==> src/rtl/mem_port_arbiter.sv <==
// Two-port arbiter for the single-port summing RAM. Fixed priority (port 0 wins ties)
// by default; define MEM_ARB_RR_EN for round-robin tie-breaking.
module mem_port_arbiter #(
  parameter int AW     = 5,
  parameter int DW     = 16,
  parameter int RD_LAT = 1
) (
  input  logic          clk,
  input  logic          reset,
  input  logic          req0,
  input  logic          req1,
  input  logic          we0,
  input  logic          we1,
  input  logic [AW-1:0] addr0,
  input  logic [AW-1:0] addr1,
  input  logic [DW-1:0] wdata0,
  input  logic [DW-1:0] wdata1,
  output logic          gnt0,
  output logic          gnt1,
  output logic          rvalid0,
  output logic          rvalid1,
  output logic [DW-1:0] rdata,
  output logic          busy,
  output logic [AW-1:0] mem_address,
  output logic          mem_rden,
  output logic          mem_wren,
  output logic [DW-1:0] mem_data,
  input  logic [DW-1:0] mem_q
);

  // Handshake: a requester holds req/we/addr/wdata stable until its one-cycle gnt;
  // a read then returns rdata with a one-cycle rvalid on the owning port, even if
  // req has been dropped after gnt. Requests are only sampled in IDLE.
  typedef enum logic [1:0] {IDLE, ACCESS, WAIT, RESP} state_t;

  state_t          state;
  logic            owner;
  logic            we_q;
  logic [1:0]      wait_cnt;
  logic            pick1;
  logic            sel_we;
  logic [AW-1:0]   sel_addr;
  logic [DW-1:0]   sel_wdata;

`ifdef MEM_ARB_RR_EN
  logic last_owner;

  // On a tie, the port that did not own the previous access wins.
  always_comb pick1 = req1 && (!req0 || !last_owner);

  always_ff @(posedge clk or negedge reset) begin
    if (!reset) begin
      last_owner <= 1'b1;
    end else if (state == ACCESS) begin
      last_owner <= owner;
    end
  end
`else
  always_comb pick1 = req1 && !req0;
`endif

  always_comb begin
    sel_we    = pick1 ? we1    : we0;
    sel_addr  = pick1 ? addr1  : addr0;
    sel_wdata = pick1 ? wdata1 : wdata0;
  end

  assign busy = (state != IDLE);

  always_ff @(posedge clk or negedge reset) begin
    if (!reset) begin
      state       <= IDLE;
      owner       <= 1'b0;
      we_q        <= 1'b0;
      wait_cnt    <= 2'd0;
      gnt0        <= 1'b0;
      gnt1        <= 1'b0;
      rvalid0     <= 1'b0;
      rvalid1     <= 1'b0;
      rdata       <= '0;
      mem_address <= '0;
      mem_data    <= '0;
      mem_rden    <= 1'b0;
      mem_wren    <= 1'b0;
    end else begin
      case (state)
        IDLE: begin
          if (req0 || req1) begin
            owner       <= pick1;
            we_q        <= sel_we;
            mem_address <= sel_addr;
            mem_data    <= sel_wdata;
            gnt0        <= !pick1;
            gnt1        <= pick1;
            mem_wren    <= sel_we;
            mem_rden    <= !sel_we;
            state       <= ACCESS;
          end
        end
        ACCESS: begin
          gnt0     <= 1'b0;
          gnt1     <= 1'b0;
          mem_rden <= 1'b0;
          mem_wren <= 1'b0;
          wait_cnt <= 2'(RD_LAT - 1);
          state    <= we_q ? IDLE : WAIT;
        end
        WAIT: begin
          if (wait_cnt == 2'd0) begin
            rdata   <= mem_q;
            rvalid0 <= !owner;
            rvalid1 <= owner;
            state   <= RESP;
          end else begin
            wait_cnt <= wait_cnt - 2'd1;
          end
        end
        RESP: begin
          rvalid0 <= 1'b0;
          rvalid1 <= 1'b0;
          state   <= IDLE;
        end
        default: state <= IDLE;
      endcase
    end
  end

endmodule

==> config.mk <==
export PLATFORM = sky130hd
export DESIGN_NAME = mem_port_arbiter
export DESIGN_NICKNAME = d
export VERILOG_FILES = /design/src/rtl/mem_port_arbiter.sv
export SDC_FILE = /design/constraint.sdc
export NUM_CORES = 1
export LEC_CHECK = 0
export ABC_AREA = 1
export BUFFER_PORTS_ARGS = -buffer_cell sky130_fd_sc_hd__buf_2
export CORE_AREA = 4 4 72 74
export CTS_CLUSTER_SIZE = 14
export DETAILED_ROUTE_END_ITERATION = 8
export DIE_AREA = 0 0 76 78
export GPL_TIMING_DRIVEN = 1
export PLACE_DENSITY = 0.82
export RECOVER_POWER = 100
export SYNTH_ARGS = -nofsm -noshare
export SYNTH_HDL_FRONTEND = slang
export SYNTH_SLANG_ARGS = --single-unit
==> constraint.sdc <==
create_clock -name clk -period 2.59 [get_ports clk]
set_input_delay 0.3885 -clock clk [delete_from_list [all_inputs] [get_ports clk]]
set_output_delay 0.3885 -clock clk [all_outputs]
set_load 0.005 [all_outputs]
== After elaboration in Yosys (flattened, before gate mapping) ==
Index checks and enable logic that the tools add are counted.
Operators by class
  add/sub/neg operators: 1
  multiplexer cells: 21
  eq/ne operators: 6
  reductions and logical operators: 18
Operators by type and width (number)
  2-to-1 mux 16 bit: 1
  one-hot mux 1 bit (2 select lines): 6
  AND reduction 2 bit: 6
  2-to-1 mux 2 bit: 4
  one-hot mux 2 bit (4 select lines): 1
  nonzero test 2 bit: 4
  2-to-1 mux 1 bit: 7
  inequality test 2 bit, second input constant: 3
  2-to-1 mux 5 bit: 1
  == test 2 bit, second input constant: 2
  zero test 1 bit: 4
  zero test 2 bit: 2
  one-hot mux 2 bit (2 select lines): 1
  == test 2 x 1 -> 1 bit, second input constant: 1
  subtractor 2 x 1 -> 2 bit, second input constant: 1
  logical AND 1 bit: 1
  logical OR 1 bit: 1
Storage, ports and cells
  logic and storage cells: 59
  input port bits: 64
  output and inout port bits: 44
  flip-flop bits (word level): 49

== Depth between registers and ports, before layout ==
Gate-level depths: netlist (run 1).
  word-level depth: 6
  gate-level depth with buffers: 8
  depth with buffers taken out: 7

== Worst setup path after synthesis (run 1) ==
Ideal clock, no wire load.
  kind: register to register
  from: register wait_cnt[0]
  to: register rdata[0]
  clock period less this slack: 1261 ps
  data required time: 2473 ps
  slack: 1329 ps
  arrival time: 1144 ps
  buffers on the path: 2
  library setup time: 117 ps
  cell stages (with the launch flop): 8
  path through: dfrtp_1 -> inv_1 -> ha_1 -> buf_2 -> nand2_1 -> buf_2 -> nand2_1 -> nand2_1
On the way
  longest elaborated chain between the ends: 2
RTL lines
  start: declaration: line 39  | logic [1:0] wait_cnt;
  start signal: assignment: line 105  | wait_cnt <= 2'(RD_LAT - 1);
  start signal: assignment: line 115  | wait_cnt <= wait_cnt - 2'd1;
  zero test 2 bit: line 109  | if (wait_cnt == 2'd0) begin
  AND reduction 2 bit (no source line)
  end signal: assignment: line 110  | rdata <= mem_q;
  end: declaration: line 22  | output logic [DW-1:0] rdata,
Every way passes these cells.
A chain may end at the register's enable or synchronous reset.

==> results.json, run 1 <==
{
  "io_pins": 108,
  "p_sw_mw": 1.12,
  "reg2regPathDepth": 5,
  "fmax_mhz": 482,
  "synthAdderAreaFrac_pct": 1.17,
  "clock-skew-final_ns": 0.00475,
  "run_status": "finished, final reports clean",
  "pwr-share-comb_pct": 39.6,
  "max_slew_margin_pct": 3.80,
  "firstDrtPassIters": 4,
  "end_kind": "register",
  "syn_nets": 322,
  "seq_power_share_pct": 45.2,
  "clock_latency_ns": 0.30,
  "clockBufferDepth": 2,
  "p_per_area_mw_per_mm2": 1060,
  "switching_share_pct": 38.6,
  "layout-drive-gt1-share_pct": 25.6,
  "worstReg2RegEnd": "mem_data[10]$_DFFE_PN0P_",
  "vias": 2050,
  "clk_pin_slew_ns": 0.08,
  "clock_power_share_pct": 15.2,
  "synth-compound-area-share_pct": 1.69,
  "worstMarginPinSlew_ns": 1.44,
  "cts_resized": 0,
  "ys.flop_type": "dfrtp_1",
  "critPathLaunchType": "register",
  "synth_common_cells": "nand2_1 (99), nand3_1 (64), dfrtp_1 (49), inv_1 (12), buf_2 (8)",
  "synth_seq_cells": 49,
  "slew_viol_final": 0,
  "cp.arrival_ns": 2.30,
  "finalInstanceArea_mm2": 0.00274,
  "numCtsBuffers": 5,
  "synth_mux_area_share_pct": 0,
  "route.detailed.drc": 0,
  "grt-ovfl-total": 0,
  "nets": 426,
  "leakage_nw": 1.52,
  "tns_ns": 0,
  "routed_wl_um": 5340,
  "synth_top_area_cell": "dfrtp_1",
  "synthDistinctLibCells": 16,
  "rsz0062_at_grt": "false",
  "ys_async_sr_fraction_pct": 100,
  "antennaDiodeCount": 0,
  "grt_pass1_wl_um": 8870,
  "cp-endpoint": "mem_data[10]$_DFFE_PN0P_",
  "synth-edff-count": 0,
  "synth_area_mm2": 0.00214,
  "synth_xor_area_share_pct": 0,
  "gp_congestion": 0.754,
  "hold_viol": 0,
  "first_global_vias": 1982,
  "fp.dieW_um": 76,
  "finalCriticalPeriod_ns": 2.08,
  "initial_core_util_pct": 46.6,
  "htreeDepth": 2,
  "core_mm2": 0.00460,
  "seq_area_frac_synth_pct": 57.2,
  "synth.avg_cell_area_um2": 8.38,
  "dpl.hpwl_um": 3940,
  "fp.dieH_um": 78,
  "area_growth_pct": 27.8,
  "critPathKind": "register to register",
  "cts_hold_buffers": 0,
  "ir_worst_vdd_mv": 0.501,
  "syn_inst": 256,
  "tritoncts": "built",
  "synth_top_family_by_area": "simple AND/OR/NAND/NOR gates",
  "p_int_mw": 1.78,
  "grt_usage_pct": 18.3,
  "drv_cap": 0,
  "setup_viol": 0,
  "cts_sinks": 49,
  "ys_top_cells_by_area": "dfrtp_1 (57%), nand2_1 (17%), nand3_1 (15%)",
  "period_share_pct": 80.1,
  "synth_most_common_cell": "nand2_1",
  "port_buffers": 107,
  "yosysWarningCount": 0,
  "cts_root_buf": "clkbuf_8",
  "placed_cell_area_mm2": 0.00270,
  "vias_per_cell": 4.95,
  "worstPathMaxFanout": 22,
  "yosys.area_share.simple_pct": 33.7,
  "post_cts_buffers": 0,
  "die_area_mm2": 0.00593,
  "rrSetupSlack_ns": 0.51,
  "hold_class": "primary input to register",
  "num_rows": 25,
  "cp_data_required_time_ns": 2.82,
  "antenna_found_initial": 0,
  "wl_per_cell_um": 12.9,
  "grt_max_degree": 50,
  "synth.top_cell.area_share_pct": 57.2,
  "route.antenna.remaining_nets": 0,
  "drt_iter0_drc": 79
}
==> metal layers <==
layer | vias up | global-route usage, % | routed length [um]
li1 | 1026 | - | -
met1 | 932 | 22.4 | 2320
met2 | 87 | 30.4 | 2430
met3 | 5 | 6.61 | 522
met4 | 0 | 4.80 | 61
met5 | - | 0 | 0
==> how the worst min path moves through the flow <==
stage | start | to | slack (ns) | depth (start not counted)
floorplan | reset | async pin | 0.09 | 0
global placement | owner$_DFFE_PN0P_ | rvalid0$_DFFE_PN0P_ | 0.43 | 1
detailed placement | owner$_DFFE_PN0P_ | rvalid0$_DFFE_PN0P_ | 0.44 | 1
CTS | reset | gnt0$_DFFE_PN0P_ | 0.20 | 2
global route | wdata0[0] | mem_data[0]$_DFFE_PN0P_ | 0.29 | 3
finish | wdata0[11] | mem_data[11]$_DFFE_PN0P_ | 0.29 | 3
==> through the flow <==
step	hold slack [ns]	setup slack [ns]	cells	util, %	total power, mW
floorplan	0.0929	1.33	256	-	2.03
CTS	0.203	0.645	414	60.5	3.01
finish	0.293	0.515	414	59.6	2.90
global placement	0.432	0.758	407	58.6	2.50
detailed placement	0.438	0.661	407	58.6	2.56
global route	0.285	0.272	414	59.6	3.17
==> final cells by class <==
| class | instances | area, um2 |
|---|---|---|
| clock buffers | 7 | 86.3 |
| multi-input cells | 179 | 782 |
| repair buffers | 111 | 527 |
| inverters | 14 | 52.6 |
| fillers | 449 | 1860 |
| well taps | 54 | 67.6 |
| flip-flops and latches | 49 | 1230 |
==> power by group through the flow <==
stage / clock network (mW) / logic, mW / registers (mW)
2_1_floorplan: 0 / 0.689 / 1.34
3_3_place_gp: 0 / 1.19 / 1.31
3_5_place_dp: 0 / 1.24 / 1.32
4_1_cts: 0.455 / 1.24 / 1.31
5_1_grt: 0.485 / 1.32 / 1.36
6_report: 0.442 / 1.15 / 1.31
==> cells in the final DEF, fill, tap and decap left out <==
master and n:
buf_2 80, inv_2 1, o22ai_1 1, clkbuf_1 27
nand3_1 64, nor2_2 1, buf_4 2, o21ai_0 6
nor2_1 6, buf_1 1, clkbuf_2 2, dfrtp_1 49
clkbuf_8 6, ha_1 2, nand2_1 99, inv_1 13
==> registers in the layout, summed over array words and instances, names as in the netlist, named ones only <==
register,count
mem_data,16
rdata,16
mem_address,5
wait_cnt,2
gnt0,1
gnt1,1
mem_rden,1
mem_wren,1
owner,1
rvalid0,1
rvalid1,1
state,1
we_q,1
==> worst max-delay path, cell delays in order, from the launching register on <==
cell and delay (ns):
dfrtp_1 0.41, inv_1 0.10, nand2_1 0.12, nor2_1 1.09, nand2_1 0.14, nand3_1 0.15
==> cell families (layout without fill, tap and decap cells) <==
logic type                 after synthesis  after routing
AOI/OAI and AO/OA                        7              7
adders and majority gates                2              2
buffers and inverters                   28            132
DFF                                     49             49
and+or+nand+nor                        170            170
Power figures use the tool's default switching activity.
==> run 2: changes to the inputs <==
- CORE_AREA: 4 4 72 74 -> 4 4 78 80
- DIE_AREA: 0 0 76 78 -> 0 0 82 84
- PLACE_DENSITY: 0.82 -> 0.74
- clock period: 2.59 -> 1.8 ns (I/O delays scaled with it)
==> run 2 against run 1 <==
Critical path depth fell by 1; largest cell class unchanged; flip-flop and latch count stayed put; sequential power grew 44%; clock skew grew 0.0032 ns; via count is 1.3% higher; core utilization fell by 7.6 points.
==> results.json, run 2 (synthesis gave the netlist of run 1 again) <==
{
  "run_status": "finished, final reports clean",
  "hold_end": "mem_data[3]$_DFFE_PN0P_",
  "reg2regPathDepth": 4,
  "tritoncts": "built",
  "rrSetupSlack_ns": 0.35,
  "max_slew_margin_pct": 56.9,
  "dpl.hpwl_um": 4100,
  "nets": 430,
  "first_global_vias": 2046,
  "num_rows": 27,
  "antenna_found_initial": 0,
  "hold_depth": 3,
  "die_area_mm2": 0.00689,
  "clockBufferDepth": 2,
  "fp.dieH_um": 84,
  "fmax_mhz": 687,
  "vias": 2077,
  "core_mm2": 0.00541,
  "layout-drive-gt1-share_pct": 27.7,
  "port_buffers": 107,
  "htreeDepth": 2,
  "hp-start": "wdata0[3]",
  "hold_viol": 0,
  "worstMarginPinSlew_ns": 0.647,
  "finalCriticalPeriod_ns": 1.45,
  "wl_per_cell_um": 12.5,
  "critPathKind": "register to register",
  "cp_data_required_time_ns": 1.98,
  "p_per_area_mw_per_mm2": 1500,
  "final_cell_mix": "nand2_1 (99), buf_2 (85), nand3_1 (64)",
  "post_cts_buffers": 0,
  "setup_viol": 0,
  "r2r-start": "state[0]$_DFFE_PN0P_",
  "slew_viol_final": 0,
  "use_met1_pct": 21.2,
  "critPathLaunchType": "register",
  "vias_per_cell": 4.76,
  "cp.arrival_ns": 1.63,
  "clk_pin_slew_ns": 0.08,
  "fp.dieW_um": 82,
  "route.detailed.drc": 0,
  "layoutNonFillerInstCount": 436,
  "layout_commonest_cell": "nand2_1",
  "tns_ns": 0,
  "clock_latency_ns": 0.29,
  "critPathMostFrequentCell": "nand2_1",
  "gp_congestion": 0.798,
  "firstDrtPassIters": 4,
  "io_pins": 108,
  "worstReg2RegEnd": "rdata[1]$_DFFE_PN0P_",
  "leakage_nw": 1.56,
  "rsz0062_at_grt": "false",
  "area_growth_pct": 31.2,
  "drv_cap": 0,
  "grt-ovfl-total": 0,
  "drt_iter0_drc": 115,
  "grt_pass1_wl_um": 9040,
  "grt_use_met2_pct": 26.4,
  "gr-max-usage-layer": "met2",
  "max_stage_delay_ns": 0.42,
  "antennaDiodeCount": 0,
  "grt_max_degree": 27,
  "crit_chain": "nor2_1 > nand2_1 > nand2_1 > nand2_1",
  "worstPathMaxFanout": 16,
  "grt_usage_pct": 16.7,
  "grtUsageMet3_pct": 4.86,
  "hold_class": "primary input to register",
  "cts_sinks": 49,
  "period_share_pct": 80.8,
  "initial_core_util_pct": 39.7,
  "numCtsBuffers": 5,
  "placedCellCount": 428,
  "fin_util_pct": 52.1,
  "top_regs": "mem_data x16, rdata x16, mem_address x5",
  "route.antenna.remaining_nets": 0,
  "ir_worst_vdd_mv": 0.637,
  "routed_wl_um": 5440,
  "clock-skew-final_ns": 0.00791,
  "end_kind": "register",
  "crit_slowest_cell": "dfrtp_1",
  "cts_root_buf": "clkbuf_8"
}
[run 2: metrics by stage]
step / total power [mW] / area (um2) / setup WS (ns) / hold WS (ns)
5_1_grt: 4.62 / 2810 / 0.229 / 0.161
3_5_place_dp: 3.72 / 2750 / 0.350 / 0.296
2_1_floorplan: 2.92 / 2140 / 0.539 / -0.0256
3_3_place_gp: 3.66 / 2750 / 0.404 / 0.296
4_1_cts: 4.37 / 2850 / 0.331 / 0.163
6_report: 4.21 / 2810 / 0.345 / 0.175
[run 2: power by group]
part | internal, mW | switching (mW) | total (mW)
clock | 0.305 | 0.325 | 0.630
sequential | 1.61 | 0.276 | 1.88
combinational | 0.680 | 1.02 | 1.70
total | 2.59 | 1.62 | 4.21
[run 2: how the worst max path moves through the flow]
stage                            endpoint  slack (ns)  depth (start not counted)               startpoint
floorplan            rdata[0]$_DFFE_PN0P_        0.54                          7  wait_cnt[0]$_DFFE_PN0P_
global placement    rdata[11]$_DFFE_PN0P_        0.40                          4     state[0]$_DFFE_PN0P_
detailed placement   rdata[7]$_DFFE_PN0P_        0.35                          5                 register
CTS                  rdata[7]$_DFFE_PN0P_        0.33                          4     state[0]$_DFFE_PN0P_
global route        rdata[13]$_DFFE_PN0P_        0.23                          4     state[0]$_DFFE_PN0P_
finish               rdata[1]$_DFFE_PN0P_        0.35                          4     state[0]$_DFFE_PN0P_
[run 2: cell type report]
type                    instances  area (um2)
clock buffers                   7        86.3
well taps                      72        90.1
flip-flops and latches         49        1230
repair buffers                115         579
multi-input cells             179         779
inverters                      14        52.6
fillers                       547        2590
[run 2: per-layer routing]
layer	part of all wire (%)	wire (um)
met5	0	0
met4	1.8	97
met3	11	606
met2	44	2370
met1	43	2370
[run 2: what timing repair did]
item,4_1_cts,5_1_grt
endpoints found under the hold margin,23,0
gates resized for setup,0,0
hold buffers,1,0
[run 2: critical path: cells and delay by family (launching register included)]
| kind | cells | cell delay, ns |
|---|---|---|
| DFF | 1 | 0.42 |
| and+or+nand+nor | 4 | 0.91 |
